--- src/rtl/fetch_unit.sv ---
// Purpose: MIPS instruction-fetch stage; owns the PC, fetches from the instruction SRAM, fills IF/ID.
// Latency: data acked at edge N appears on instr_d/pc_d after edge N; 1 instr/cycle with zero-wait memory.
// Backpressure: stall_d freezes IF/ID; a one-entry skid absorbs the in-flight fetch, no new fetch until release.
//
// Ports:
//   clk, rst                      clock, asynchronous active-high reset
//   inst_req/inst_addr/inst_ack   single-outstanding fetch handshake; inst_rdata valid in the ack cycle
//   stall_d                       decode stall; IF/ID holds
//   redirect/redirect_pc          ID-resolved taken branch/jump (delay slot still executes)
//   flush/flush_pc                exception restart, highest non-reset priority
//   instr_d/pc_d/pc_plus8_d/valid_d  IF/ID pipeline register outputs
module fetch_unit #(
  parameter logic [31:0] RESET_PC = 32'hBFC0_0000
) (
  input  logic        clk,
  input  logic        rst,
  output logic        inst_req,
  output logic [31:0] inst_addr,
  input  logic        inst_ack,
  input  logic [31:0] inst_rdata,
  input  logic        stall_d,
  input  logic        redirect,
  input  logic [31:0] redirect_pc,
  input  logic        flush,
  input  logic [31:0] flush_pc,
  output logic [31:0] instr_d,
  output logic [31:0] pc_d,
  output logic [31:0] pc_plus8_d,
  output logic        valid_d
);

  typedef enum logic [1:0] {IDLE, REQ, HOLD, DROP} state_t;

  state_t      state, state_nx;
  logic [31:0] pc, pc_nx;
  logic [31:0] instr_nx, pcd_nx;
  logic        valid_nx;
  logic [31:0] skid_instr, skid_instr_nx;
  logic [31:0] skid_pc, skid_pc_nx;
  logic        pend_valid, pend_valid_nx;
  logic [31:0] pend_pc, pend_pc_nx;
  logic        redir_ok;
  logic [31:0] seq_pc;

  assign redir_ok   = redirect & ~stall_d;
  // A redirect deferred while its delay slot was still in flight takes effect at the next ack.
  assign seq_pc     = pend_valid ? pend_pc : pc + 32'd4;

  assign inst_req   = (state == REQ) || (state == DROP);
  assign inst_addr  = pc;
  assign pc_plus8_d = pc_d + 32'd8;

  always_ff @(posedge clk or posedge rst) begin
    if (rst) begin
      state      <= IDLE;
      pc         <= RESET_PC;
      instr_d    <= 32'h0;
      pc_d       <= 32'h0;
      valid_d    <= 1'b0;
      skid_instr <= 32'h0;
      skid_pc    <= 32'h0;
      pend_valid <= 1'b0;
      pend_pc    <= 32'h0;
    end else begin
      state      <= state_nx;
      pc         <= pc_nx;
      instr_d    <= instr_nx;
      pc_d       <= pcd_nx;
      valid_d    <= valid_nx;
      skid_instr <= skid_instr_nx;
      skid_pc    <= skid_pc_nx;
      pend_valid <= pend_valid_nx;
      pend_pc    <= pend_pc_nx;
    end
  end

  always_comb begin
    state_nx      = state;
    pc_nx         = pc;
    instr_nx      = instr_d;
    pcd_nx        = pc_d;
    valid_nx      = valid_d;
    skid_instr_nx = skid_instr;
    skid_pc_nx    = skid_pc;
    pend_valid_nx = pend_valid;
    pend_pc_nx    = pend_pc;

    case (state)
      IDLE: begin
        state_nx = REQ;
        if (flush) pc_nx = flush_pc;
      end

      REQ: begin
        if (flush) begin
          valid_nx = 1'b0;
          if (inst_ack) begin
            pc_nx         = flush_pc;
            pend_valid_nx = 1'b0;
          end else begin
            // The outstanding address must stay on the bus until acked, so pc is
            // left alone and the restart target parks in pend_pc (overwriting any
            // deferred redirect, which the flush cancels).
            pend_valid_nx = 1'b1;
            pend_pc_nx    = flush_pc;
            state_nx      = DROP;
          end
        end else if (inst_ack) begin
          pend_valid_nx = 1'b0;
          // With an ack in the redirect cycle, the acked word is the delay slot.
          pc_nx = redir_ok ? redirect_pc : seq_pc;
          if (stall_d) begin
            skid_instr_nx = inst_rdata;
            skid_pc_nx    = pc;
            state_nx      = HOLD;
          end else begin
            instr_nx = inst_rdata;
            pcd_nx   = pc;
            valid_nx = 1'b1;
          end
        end else if (!stall_d) begin
          valid_nx = 1'b0;
          // Delay slot not yet back: remember the target, apply it at the ack.
          if (redirect) begin
            pend_valid_nx = 1'b1;
            pend_pc_nx    = redirect_pc;
          end
        end
      end

      HOLD: begin
        if (flush) begin
          valid_nx      = 1'b0;
          pend_valid_nx = 1'b0;
          pc_nx         = flush_pc;
          state_nx      = REQ;
        end else if (!stall_d) begin
          instr_nx = skid_instr;
          pcd_nx   = skid_pc;
          valid_nx = 1'b1;
          // The delay slot is the skid entry; pc already points past it.
          if (redirect) pc_nx = redirect_pc;
          state_nx = REQ;
        end
      end

      DROP: begin
        valid_nx = 1'b0;
        if (inst_ack) begin
          pc_nx         = flush ? flush_pc : pend_pc;
          pend_valid_nx = 1'b0;
          state_nx      = REQ;
        end else if (flush) begin
          pend_pc_nx = flush_pc;
        end
      end

      default: state_nx = IDLE;
    endcase
  end

endmodule

--- config.mk ---
export PLATFORM = sky130hd
export DESIGN_NAME = fetch_unit
export DESIGN_NICKNAME = d
export VERILOG_FILES = /design/src/rtl/fetch_unit.sv
export SDC_FILE = /design/constraint.sdc
export NUM_CORES = 1
export LEC_CHECK = 0
export BUFFER_PORTS_ARGS = -buffer_cell sky130_fd_sc_hd__buf_4
export CAP_MARGIN = 10
export CORE_ASPECT_RATIO = 0.8
export CORE_MARGIN = 5
export CORE_UTILIZATION = 50
export DETAILED_ROUTE_END_ITERATION = 8
export PLACE_DENSITY = 0.77
export SKIP_CTS_REPAIR_TIMING = 1
export SLEW_MARGIN = 15
export SYNTH_ARGS = -nofsm -noshare
export SYNTH_HDL_FRONTEND = slang
export SYNTH_SLANG_ARGS = --single-unit
--- constraint.sdc ---
create_clock -name clk -period 5.39 [get_ports clk]
set_clock_uncertainty 0.05 [all_clocks]
set_input_delay 0.2695 -clock clk [delete_from_list [all_inputs] [get_ports clk]]
set_output_delay 0.2695 -clock clk [all_outputs]
set_load 0.005 [all_outputs]
==> metrics.md <==
| Metric | Value |
|---|---|
| Status | finished clean |
| Crit Path Max Fanout | 35 |
| Largest net degree at the start of global routing | 151 |
| Clk buf depth | 2 |
| N_diodes | 0 |
| Post-synth top area share | 41.89% |
| YS warnings | 0 |
| H-tree levels | 4 |
| First-pass GRT wire length | 54810 um |
| CP Cell Sequence | buf_4 > nor2b_1 > nand2_1 > nor2_4 > buf_4 > mux2_2 |
| Dpl hpwl | 24030 um |
| Pwr Density | 391.1 mW/mm2 |
| Peak VDD IR | 0.2135 mV |
| Post-synth ARST share | 100.0% |
| ANT nets after route | 0 |
| Vias/cell | 6.229 |
| Number of DRC markers in iteration 0 | 1296 |
| Chip width | 177.1 um |
| Commonest non-fill, non-tap cells in the layout | buf_4, dfrtp_1, o21ai_0 |
| Routed vias | 10370 |
| Nets | 1456 |
| Critical Path Max Stage Delay | 630 ps |
| CP endpoint kind | flip-flop |
| Placement Cell Area | 0.01300 mm2 |
| WL/cell | 21.05 um |
| Post-Syn Nets | 1284 |
| WL final | 35050 um |
| Worst Path Required | 5660 ps |
| EDFF count, synth | 0 |
| Die area | 0.02545 mm2 |
| Leak | 5.845 nW |
| Pre-CTS WS | 2229 ps |
| Final worst-path cycle share | 60.33% |
| # setup viols final | 0 |
| Post-synth cell types | 76 |
| Fillers | 1855 |
| DRC | 0 |
| Final worst slack | 2138 ps |
| Final Instance Area | 0.01370 mm2 |
| Placer Congestion | 0.9128 |
| Most common cell after layout, fill and taps aside | buf_4 |
| Root Driver | clkbuf_16 |
| IO Port Bufs | 231 |
| Die H | 143.7 um |
| Initial antenna violation count | 0 |
| Critical path's slowest cell | dfrtp_1 |
| Worst-margin pin slew | 1110 ps |
| Area Overhead vs Synth | 22.66% |
| Slew headroom | 25.67% |
| Cell accounting for the most synthesized area | dfrtp_1 |
| Synthesized area per cell | 9.468 um2 |
| CTS tree | yes |
| Vias in the first global route | 10150 |
| Storage cell area | 0.004916 mm2 |
| Starting Density | 51.25% |
| Post-synthesis cell area | 0.01117 mm2 |
| RSZ-0062 raised after global routing | false |
| Max-Cap Viols | 0 |
| Max-slew violation count | 0 |
| Multi-input gate area | 0.005762 mm2 |
| Worst Hold Class | input pin to flip-flop |
| Gr usage total | 27.10% |
| Share of cells above drive strength 1 | 27.77% |
| Main synth FF type | dfrtp_1 |
| Synthesized instance count | 1180 |
| CTS Sinks | 196 |
| Core area | 0.02180 mm2 |
| Top cells by area, synth | dfrtp_1, o21ai_0, mux2_2 |
| Worst-path clk slew | 90 ps |
| Fmax | 307.5 MHz |
| Critical setup path kind | flip-flop to flip-flop |
| # rows | 48 |
| Sequential-to-total area share from yosys stat | 44.00% |
| Worst skew pair latency | 450 ps |
| TNS Setup | 0 ps |
| Final hold vios | 0 |
| Ports | 232 |
| Synth Register Bits | 196 |
| Most common cell on crit path | buf_4 |
| WP data arrival | 3520 ps |
| Grt total ovfl | 0 |
| Final min period | 3252 ps |
| Total CTS buffers | 17 |
| Startpoint types | flip-flop |
| First-pass iteration count of the detailed router | 6 |
[synthesized netlist by cell type, types with 5 or more instances]
cell type / count
xnor2_1: 22
dfstp_2: 9
nand3_1: 32
clkbuf_1: 59
nor2b_1: 9
a22oi_1: 59
mux2i_1: 66
and2_1: 5
a21oi_1: 42
buf_1: 11
and3_1: 13
dfrtp_1: 187
nor4_1: 7
o21ai_1: 6
xor2_1: 16
o221ai_1: 5
or3_1: 7
buf_2: 19
o21ai_0: 150
a221oi_1: 7
o22ai_1: 16
a311oi_1: 6
a221o_1: 7
nor3_1: 11
a211oi_1: 6
nand2_1: 135
a21o_1: 6
and4_1: 7
nand4_1: 14
nor2_1: 48
inv_1: 21
nand2b_1: 9
mux2_2: 65
a31oi_1: 11
o211ai_1: 12
[routing by layer]
metal	vias to the layer above	routed length [um]	track usage, %
li1	4683	-	-
met1	5092	14720	36.94
met2	523	16160	42.77
met3	74	3289	6.549
met4	0	873	9.402
met5	-	0	0
[state kept, by name (all words and copies together) (netlist names)]
register,cells
skid_pc,32
pc_d,32
pend_valid,1
pend_pc,32
state,2
valid_d,1
inst_addr,32
skid_instr,32
instr_d,32
[kinds of logic (layout without fill, tap and decap cells)]
| kind of cell | after synthesis | after routing | synth area share, % |
|---|---|---|---|
| multiplexers | 131 | 131 | 12.46 |
| AND/OR/NAND/NOR | 321 | 321 | 14.51 |
| AO/OA/AOI/OAI | 371 | 371 | 21.02 |
| adder cells (fa/ha/maj) | 2 | 2 | 0.2240 |
| buffers and inverters | 121 | 306 | 4.793 |
| flip-flops | 196 | 196 | 44.00 |
| XOR/XNOR | 38 | 38 | 2.979 |
[area by class of cell]
| cell class | count | area share, % |
|---|---|---|
| Clock inverter | 15 | 1.570 |
| Sequential cell | 196 | 35.87 |
| Tap cell | 300 | 2.739 |
| Clock buffer | 17 | 3.104 |
| Inverter | 23 | 0.6574 |
| Multi-Input combinational cell | 863 | 42.05 |
| Timing Repair Buffer | 251 | 14.01 |
[path summary, 6_finish.rpt]
path / to / slack (ps) / start / cells past startpoint
worst max-delay path: skid_instr[28] / 2140 / state[0] / 6
worst min-delay path: skid_instr[6] / 8 / inst_rdata[6] / 2
worst max register to register: skid_instr[28] / 2140 / state[0] / 6
worst min register to register: instr_d[24] / 440 / instr_d[24] / 2
max in group asynchronous: pend_pc[20] / 3730 / rst / 4
min in group asynchronous: instr_d[25] / 380 / rst / 3
[where the power goes]
part	switching, mW	total [mW]	leakage [nW]	internal, mW
combinational	0.725	1.59	3.15	0.860
sequential	0.476	2.39	2.39	1.92
clock	0.687	1.38	0.311	0.692
total	1.89	5.36	5.85	3.47
[critical path, delay by kind of cell, from the launching register on]
kind / cells / cell delay, ps
buffers and inverters: 2 / 910
flip-flops: 1 / 630
multiplexers: 1 / 380
AND/OR/NAND/NOR: 3 / 1120
[per-stage QoR]
step / util, % / std cells / hold WS (ps) / power (mW)
6_report: 62.86 / 1665 / 7.855 / 5.359
5_1_grt: 62.86 / 1665 / 1.353 / 5.670
4_1_cts: 62.55 / 1660 / -4.341 / 5.377
3_5_place_dp: 59.61 / 1628 / 422.8 / 3.997
3_3_place_gp: 59.61 / 1628 / 412.8 / 3.932
2_1_floorplan: - / 1180 / 371.2 / 3.128
No activity file was read; power rests on OpenSTA's default activity.
